<file path="config.mk">
export PLATFORM = sky130hd
export DESIGN_NAME = monitor_readout_ctrl
export DESIGN_NICKNAME = d
export VERILOG_FILES = /design/src/rtl/monitor_readout_ctrl.sv
export SDC_FILE = /design/constraint.sdc
export NUM_CORES = 1
export LEC_CHECK = 0
export CAP_MARGIN = 20
export CORE_UTILIZATION = 35
export CTS_CLUSTER_SIZE = 14
export DETAILED_ROUTE_END_ITERATION = 12
export SETUP_SLACK_MARGIN = 0.05
export SKIP_LAST_GASP = 1
export SLEW_MARGIN = 10
export SYNTH_ARGS = -nofsm -noshare
export SYNTH_HDL_FRONTEND = slang
export SYNTH_SLANG_ARGS = --single-unit
</file>
<file path="constraint.sdc">
create_clock -name clk -period 2.6 [get_ports clk]
set_input_delay 0.26 -clock clk [delete_from_list [all_inputs] [get_ports clk]]
set_output_delay 0.26 -clock clk [all_outputs]
set_load 0.01 [all_outputs]
</file>
<file path="src/rtl/monitor_readout_ctrl.sv">
// Histogram readout controller: snapshots two bin banks on a trigger and
// streams them as tagged 32-bit words followed by a sequence/drop trailer.
module monitor_readout_ctrl #(
  parameter int NUM_BINS = 16,
  parameter int CNT_SIZE = 16
) (
  input  logic                         clk,
  input  logic                         reset,
  input  logic                         end_program,
  input  logic                         host_req,
  input  logic [NUM_BINS*CNT_SIZE-1:0] addr_bins,
  input  logic [NUM_BINS*CNT_SIZE-1:0] vctr_bins,
  output logic                         out_valid,
  input  logic                         out_ready,
  output logic [31:0]                  out_data,
  output logic                         out_last,
  output logic                         busy,
  output logic                         done
);

  localparam int IW = (NUM_BINS > 1) ? $clog2(NUM_BINS) : 1;

  localparam logic [1:0] IDLE     = 2'd0;
  localparam logic [1:0] SEND_A   = 2'd1;
  localparam logic [1:0] SEND_B   = 2'd2;
  localparam logic [1:0] SEND_TRL = 2'd3;

  logic [1:0]                   state;
  logic [IW-1:0]                idx;
  logic [NUM_BINS*CNT_SIZE-1:0] addr_sh;
  logic [NUM_BINS*CNT_SIZE-1:0] vctr_sh;
  logic [7:0]                   seq;
  logic [15:0]                  drop_cnt;
  logic [15:0]                  trl_drop;
  logic                         first_bank;

  logic                trig;
  logic                accept;
  logic                idx_last;
  logic                is_vctr;
  logic [CNT_SIZE-1:0] bin;
  logic [15:0]         drop_inc;
  logic [15:0]         drop_nxt;

  assign trig     = end_program | host_req;
  assign busy     = (state != IDLE);
  assign out_valid = busy;
  assign out_last = (state == SEND_TRL);
  assign accept   = out_valid & out_ready;
  assign idx_last = (idx == IW'(NUM_BINS - 1));
  assign is_vctr  = (state == SEND_B) ^ first_bank;
  assign bin      = is_vctr ? vctr_sh[idx*CNT_SIZE +: CNT_SIZE]
                            : addr_sh[idx*CNT_SIZE +: CNT_SIZE];
  assign drop_inc = (drop_cnt == 16'hFFFF) ? drop_cnt : drop_cnt + 16'd1;
  assign drop_nxt = (busy && trig) ? drop_inc : drop_cnt;

  always_comb begin
    out_data = 32'd0;
    unique case (1'b1)
      (state == IDLE):     out_data = 32'd0;
      (state == SEND_TRL): out_data = {8'hFF, seq, trl_drop};
      default: out_data = {is_vctr ? 8'h0B : 8'h0A, 8'(idx), 16'(bin)};
    endcase
  end

  // Trailer count is frozen when the trailer is first presented so the
  // word stays stable under back-pressure.
  always_ff @(posedge clk) begin
    if (!reset) begin
      state      <= IDLE;
      idx        <= '0;
      addr_sh    <= '0;
      vctr_sh    <= '0;
      seq        <= 8'd0;
      drop_cnt   <= 16'd0;
      trl_drop   <= 16'd0;
      first_bank <= 1'b0;
      done       <= 1'b0;
    end else begin
      done     <= 1'b0;
      drop_cnt <= drop_nxt;
      case (state)
        IDLE: begin
          if (trig) begin
            addr_sh <= addr_bins;
            vctr_sh <= vctr_bins;
            idx     <= '0;
            state   <= SEND_A;
          end
        end
        SEND_A: begin
          if (accept) begin
            if (idx_last) begin
              idx   <= '0;
              state <= SEND_B;
            end else begin
              idx <= idx + IW'(1);
            end
          end
        end
        SEND_B: begin
          if (accept) begin
            if (idx_last) begin
              idx      <= '0;
              state    <= SEND_TRL;
              trl_drop <= drop_nxt;
            end else begin
              idx <= idx + IW'(1);
            end
          end
        end
        SEND_TRL: begin
          if (accept) begin
            state      <= IDLE;
            done       <= 1'b1;
            seq        <= seq + 8'd1;
            first_bank <= ~first_bank;
            drop_cnt   <= {15'd0, trig};
          end
        end
        default: state <= IDLE;
      endcase
    end
  end

endmodule

</file>
==> impl_metrics.tcl, run 1 <==
set metrics [dict create \
    mappedNetlistArea_um2 25300 \
    port_buffers 552 \
    synth_compound_area_share_pct 19.5 \
    antenna_found_initial 12 \
    r2r_setup_slack_ns 0.21 \
    synth_most_common_cell "nand2_1" \
    drive_gt1_share_pct 9.91 \
    grtUsageTotal_pct 27.7 \
    core_region_area_um2 71500 \
    rr_endpoint "addr_sh[241]" \
    syn2layout_area_growth_pct 41.5 \
    final_nets 4441 \
    slew_headroom_pct 45.9 \
    slew_viol_final 0 \
    worstMarginPinSlew_ns 0.811 \
    ys_warn_count 0 \
    place_congestion 0.913 \
    fp-row-count 98 \
    drc 0 \
    overflow 0 \
    seq_area_frac_synth_pct 44.3 \
    synthMuxAreaShare_pct 1.55 \
    routed_wirelength_mm 106 \
    dieHeight_um 271 \
    synth.area.top_cells "dfxtp_1 44%, nand2_1 23%, a21boi_0 15%" \
    grt_pass1_wl_mm 153 \
    cts_made_buffers 61 \
    fin_util_pct 50.0 \
    syn_inst 3396 \
    synth_top_area_share_pct 44.3 \
    crit_type "flop to output port" \
    p_sw_share_pct 38.9 \
    htree_levels 2 \
    rsz0062_at_grt "true" \
    die_x_um 271 \
    maxCapViolCount 0 \
    p_sw_uw 13300 \
    fillers 7087 \
    fmax_ghz 0.304 \
    required_ns 2.34 \
    power_density_nw_per_um2 952 \
    num_vias 25300 \
    fin_skew_ns 0.0146 \
    synth.distinct_cells 35 \
    power_frac_seq_pct 34.0 \
    startpoint_type "flop" \
    dpl_worst_slack_ns -0.754 \
    synthArstFlopShare_pct 0 \
    outcome "complete, but fails checks" \
    ys_seq_elements 560 \
    ant_nets 0 \
    avgRoutedWirePerCell_um 21.5 \
    yosys.area_share.simple_pct 28.7 \
    clkSinkCount 560 \
    power.leakage_uw 0.0133 \
    fin_crit_sh_pct 127 \
    synth_edf_count 0 \
    fin_crit_ns 3.29 \
    clkPwrFrac_pct 25.5 \
    crit_end "out_data[8]" \
    cp.arrival_ns 3.03 \
    ir_drop_v 0.000606 \
    path_clk_slew_ns 0.06 \
    cp-end-kind "output port" \
    cts.path.max_buffers 3 \
    hpwl_mm 79.1 \
    dieArea_um2 73300 \
    drtIter0Drc 2368 \
    initial_core_util_pct 35.4 \
    synthAdderAreaFrac_pct 0.396 \
    via_per_inst 5.14 \
    root_buffer "clkbuf_16" \
    fin_ws_ns -0.693 \
    reg2regPathDepth 10 \
    internal_power_uw 20800 \
    dr.pass1.iters 6 \
    synth_top_cell_by_area "dfxtp_1" \
    syn_nets 3921 \
    cp_max_fo 8 \
    ys.flop_type "dfxtp_1" \
    violations "setup timing" \
    synth_top_family_by_area "simple AND/OR/NAND/NOR gates" \
    ys_top_cells_by_count "1524 x nand2_1, 560 x dfxtp_1, 513 x a21boi_0" \
    min_path_type "input pin to flop" \
    setup_viol 16 \
    critPathLaunch "state[0]" \
    grt_pass1_vias 23900 \
    hold_viol 0 \
    tritoncts "done" \
    clock_latency_ns 0.63 \
    power_frac_comb_pct 40.5 \
    r2r-start "state[1]" \
    fin_tns_setup_ns -9.58 \
    grt_max_degree 175 \
    avgSynthCellArea_um2 7.44 \
    synth-xor-area-share_pct 0.762 \
    num_io_pins 553 \
]
-- worst min path at each step --
stage / endpoint / startpoint / slack (ns) / cells after the start
6_report: addr_sh[74] / addr_bins[74] / 0.18 / 3
5_1_grt: vctr_sh[227] / vctr_bins[227] / 0.18 / 3
4_1_cts: addr_sh[228] / addr_bins[228] / 0.16 / 3
3_5_place_dp: addr_sh[201] / addr_sh[201] / 0.46 / 2
3_3_place_gp: trl_drop[3] / trl_drop[3] / 0.45 / 2
2_1_floorplan: addr_sh[0] / addr_bins[0] / 0.40 / 2
-- power groups by stage --
| stage | Sequential (uW) | Combinational, uW | Clock (uW) |
|---|---|---|---|
| after floorplan | 11100 | 7090 | 0 |
| after global placement | 11700 | 12400 | 0 |
| after detailed placement | 11700 | 12400 | 0 |
| after CTS | 11500 | 13400 | 8820 |
| after global routing | 11700 | 14900 | 9170 |
| final | 11600 | 13800 | 8690 |
-- routing by layer --
| metal | global-route usage, % | routed length (um) | vias up | part of all wire, % |
|---|---|---|---|---|
| met5 | 0 | 102 | - | 0.096 |
| met4 | 10.9 | 3940 | 16 | 3.7 |
| met3 | 5.71 | 7520 | 180 | 7.1 |
| met2 | 43.4 | 47800 | 896 | 45 |
| met1 | 37.2 | 46600 | 12000 | 44 |
| li1 | - | - | 12300 | - |
-- layout make-up --
type	instances	area (um^2)	share of cell area (%)
multi-input combinational	2552	13600	38.1
clock inverter	21	223	0.623
inverter	4	15.0	0.0420
antenna	4	10.0	0.0280
sequential	560	11200	31.3
timing repair buffer	737	7750	21.7
clock buffer	93	1760	4.91
tap	950	1190	3.32
-- cell families after synthesis --
group,after synthesis
AOI/OAI and AO/OA,675
xor gates and xnor gates,22
adders and majority gates,8
and+or+nand+nor,1808
buffers and inverters,284
muxes,39
DFF,560
-- worst max-delay path, stage by stage, from the launching register on --
cell and delay, ns:
dfxtp_2 0.32, inv_2 0.07, ha_4 0.20, xor2_4 0.19, buf_12 0.15, buf_16 0.13
buf_12 0.12, mux2i_2 0.22, a32oi_1 0.08, and3_4 0.21, a31oi_4 0.16, buf_6 0.13
nand4_1 0.20, buf_2 0.23
-- sequential cells by signal, summed over array words and instances, names as in the netlist --
signal,flops
addr_sh,256
vctr_sh,256
drop_cnt,16
trl_drop,16
seq,8
idx,4
state,2
done,1
first_bank,1
-- repair_timing --
action / in CTS / in global routing
gates resized for setup: 189 / 53
hold endpoints to repair: 24 / 0
pin swaps: 35 / 28
cloned: 6 / 4
hold buffers: 1 / 0
setup buffers: 16 / 8
setup endpoints to repair: 22 / 23
-- cell usage in the layout (no fill, tap or decap), types with 7 or more instances in the layout --
master           count
a31oi_4             17
buf_6               18
mux2i_1             25
and3_4              14
a31oi_2             10
and3_1               7
a21oi_1             17
nand3_1            130
a32oi_1             26
buf_12              43
clkinv_2            12
clkdlybuf4s50_1    529
buf_2                7
buf_4              117
nor2_1              23
mux2i_2              7
xnor2_1             13
clkbuf_1            21
clkbuf_8            11
a21boi_0           513
nand3_2             10
nand2_1           1518
a31oi_1             55
dfxtp_1            557
buf_16               9
o21ai_0             18
nand4_1             56
clkbuf_16           65
and2_1              19
xor2_1               7
-- per-stage QoR --
step	instance area, um^2	hold WS, ns	cells	power [uW]
floorplan	25300	0.405	3396	18200
global placement	32600	0.447	4771	24100
CTS	35400	0.159	4908	33700
detailed placement	32600	0.456	4771	24100
finish	35800	0.184	4921	34100
global route	35800	0.182	4920	35800
No activity file was read; power rests on OpenSTA's default activity.
==> run 2: changes to the inputs <==
--- a/config.mk
+++ b/config.mk
@@ -9,6 +9,7 @@
 export CORE_UTILIZATION = 35
 export CTS_CLUSTER_SIZE = 14
 export DETAILED_ROUTE_END_ITERATION = 12
+export PLACE_DENSITY = 0.66
 export SETUP_SLACK_MARGIN = 0.05
 export SKIP_LAST_GASP = 1
 export SLEW_MARGIN = 10
==> run 2 against run 1 <==
  * The run still ends with setup timing left
  * Sequential power is essentially flat
  * Critical path type unchanged
  * Critical path depth is the same
  * Global-route usage shrank 0.18 points
  * Non-clock buffer count grew 13
==> impl_metrics.tcl, run 2 (same netlist as run 1, synthesis figures left out) <==
set metrics [dict create \
    outcome "complete, but fails checks" \
    violations "setup timing" \
    syn2layout_area_growth_pct 41.8 \
    fin_crit_ns 3.19 \
    avgRoutedWirePerCell_um 21.2 \
    top_regs "addr_sh x256, vctr_sh x256" \
    hold_viol 0 \
    overflow 0 \
    crit_type "flop to output port" \
    startpoint_type "flop" \
    fin_skew_ns 0.0221 \
    final_nets 4452 \
    maxCapViolCount 0 \
    fmax_ghz 0.313 \
    drive_gt1_share_pct 10.3 \
    dr.pass1.iters 5 \
    cts_made_buffers 59 \
    use_met3_pct 5.55 \
    grt_pass1_wl_mm 152 \
    min_path_type "input pin to flop" \
    num_io_pins 553 \
    required_ns 2.34 \
    cp_max_fo 7 \
    die_x_um 271 \
    tritoncts "done" \
    power.leakage_uw 0.0134 \
    drtIter0Drc 2369 \
    rsz0062_at_grt "true" \
    grt_max_degree 132 \
    antenna_found_initial 25 \
    slew_headroom_pct 59.6 \
    grtUsageTotal_pct 27.6 \
    fp-row-count 98 \
    clkSinkCount 560 \
    grt_pass1_vias 23500 \
    fin_crit_sh_pct 123 \
    final_common_cell "nand2_1" \
    place_congestion 0.953 \
    p_total_uw 34200 \
    setup_viol 16 \
    clock_latency_ns 0.63 \
    drc 0 \
    ant_nets 0 \
    design_area_um2 35900 \
    slew_viol_final 0 \
    num_vias 25400 \
    via_per_inst 5.15 \
    core_region_area_um2 71500 \
    hpwl_mm 78.3 \
    initial_core_util_pct 35.4 \
    power_density_nw_per_um2 955 \
    port_buffers 552 \
    htree_levels 2 \
    root_buffer "clkbuf_16" \
    cp.arrival_ns 2.93 \
    layout_common_cells "1520 x nand2_1, 557 x dfxtp_1, 529 x clkdlybuf4s50_1, 513 x a21boi_0, 137 x buf_4" \
    busiest_layer "met2" \
    dieArea_um2 73300 \
    hold_buffers 0 \
    path_clk_slew_ns 0.06 \
    use_met2_pct 42.5 \
    fin_ws_ns -0.592 \
    ir_drop_v 0.000553 \
    met1_usage_pct 37.8 \
    dieHeight_um 271 \
    routed_wirelength_mm 105 \
    place_area_um2 32700 \
    cp-end-kind "output port" \
    worstMarginPinSlew_ns 0.600 \
    cts.path.max_buffers 3 \
]
## run 2: changes by cell type in the layout (fill, tap and decap cells not counted), sizes merged
| cell | before | now |
|---|---|---|
| bufbuf | 1 | 6 |
| bufinv | 4 | 5 |
| clkbuf | 100 | 87 |
| diode | 4 | 9 |
| buf | 197 | 212 |
| clkinvlp | 1 | 4 |
| dlygate4sd3 | 1 | 0 |
| clkinv | 14 | 12 |
## run 2: final timing paths
path,depth (start not counted),startpoint,end,slack (ns)
hold reg to reg,2,addr_sh[121],addr_sh[121],0.46
setup / recovery,13,state[0],out_data[6],-0.59
setup reg to reg,10,state[1],addr_sh[71],0.26
hold / removal,2,reset,vctr_sh[192],0.09
## run 2: area by class of cell
class                           count  area, um^2
Antenna cell                        9        22.5
Fill cell                        6940       35600
Clock buffer                       86        1760
Tap cell                          950        1190
Timing Repair Buffer              750        7840
Sequential cell                   560       11200
Multi-Input combinational cell   2552       13500
Inverter                            4        15.0
Clock inverter                     23         277
## run 2: report_power, final
| part | leakage (uW) | switching, uW | total [uW] | internal [uW] |
|---|---|---|---|---|
| combinational | 0.00779 | 8300 | 13900 | 5580 |
| sequential | 0.00461 | 1160 | 11500 | 10300 |
| clock | 0.000997 | 3700 | 8880 | 5180 |
| total | 0.0134 | 13200 | 34200 | 21100 |
## run 2: timing repair
item / 4_1_cts / 5_1_grt
gates resized for setup: 192 / 38
gates cloned: 9 / 0
endpoints found under the setup margin: 22 / 22
pin swaps: 41 / 20
setup buffers: 18 / 9
## run 2: worst max-delay path, stage by stage (launching register included)
cell     delay [ns]
dfxtp_2        0.32
inv_2          0.06
ha_4           0.19
xor2_4         0.17
buf_12         0.16
buf_12         0.14
buf_12         0.13
mux2i_2        0.22
a32oi_1        0.09
and3_4         0.17
a31oi_1        0.14
buf_4          0.16
nand4_1        0.14
buf_6          0.19
## run 2: metal layers
layer	routed length, um	vias up
met1	45400	11900
met5	146	-
met2	46600	974
li1	-	12300
met4	3690	22
met3	8770	180
## run 2: per-stage QoR
stage	hold slack (ns)	util (%)	std cells	setup WS, ns	setup TNS [ns]
6_report	0.0857	50.2	4934	-0.592	-8.18
5_1_grt	0.0838	50.2	4933	-0.664	-9.43
4_1_cts	0.0539	49.8	4916	-0.602	-8.58
3_5_place_dp	0.457	45.7	4780	-0.635	-8.45
3_3_place_gp	0.447	45.7	4780	-0.593	-8.10
2_1_floorplan	0.405	-	3396	0.208	0
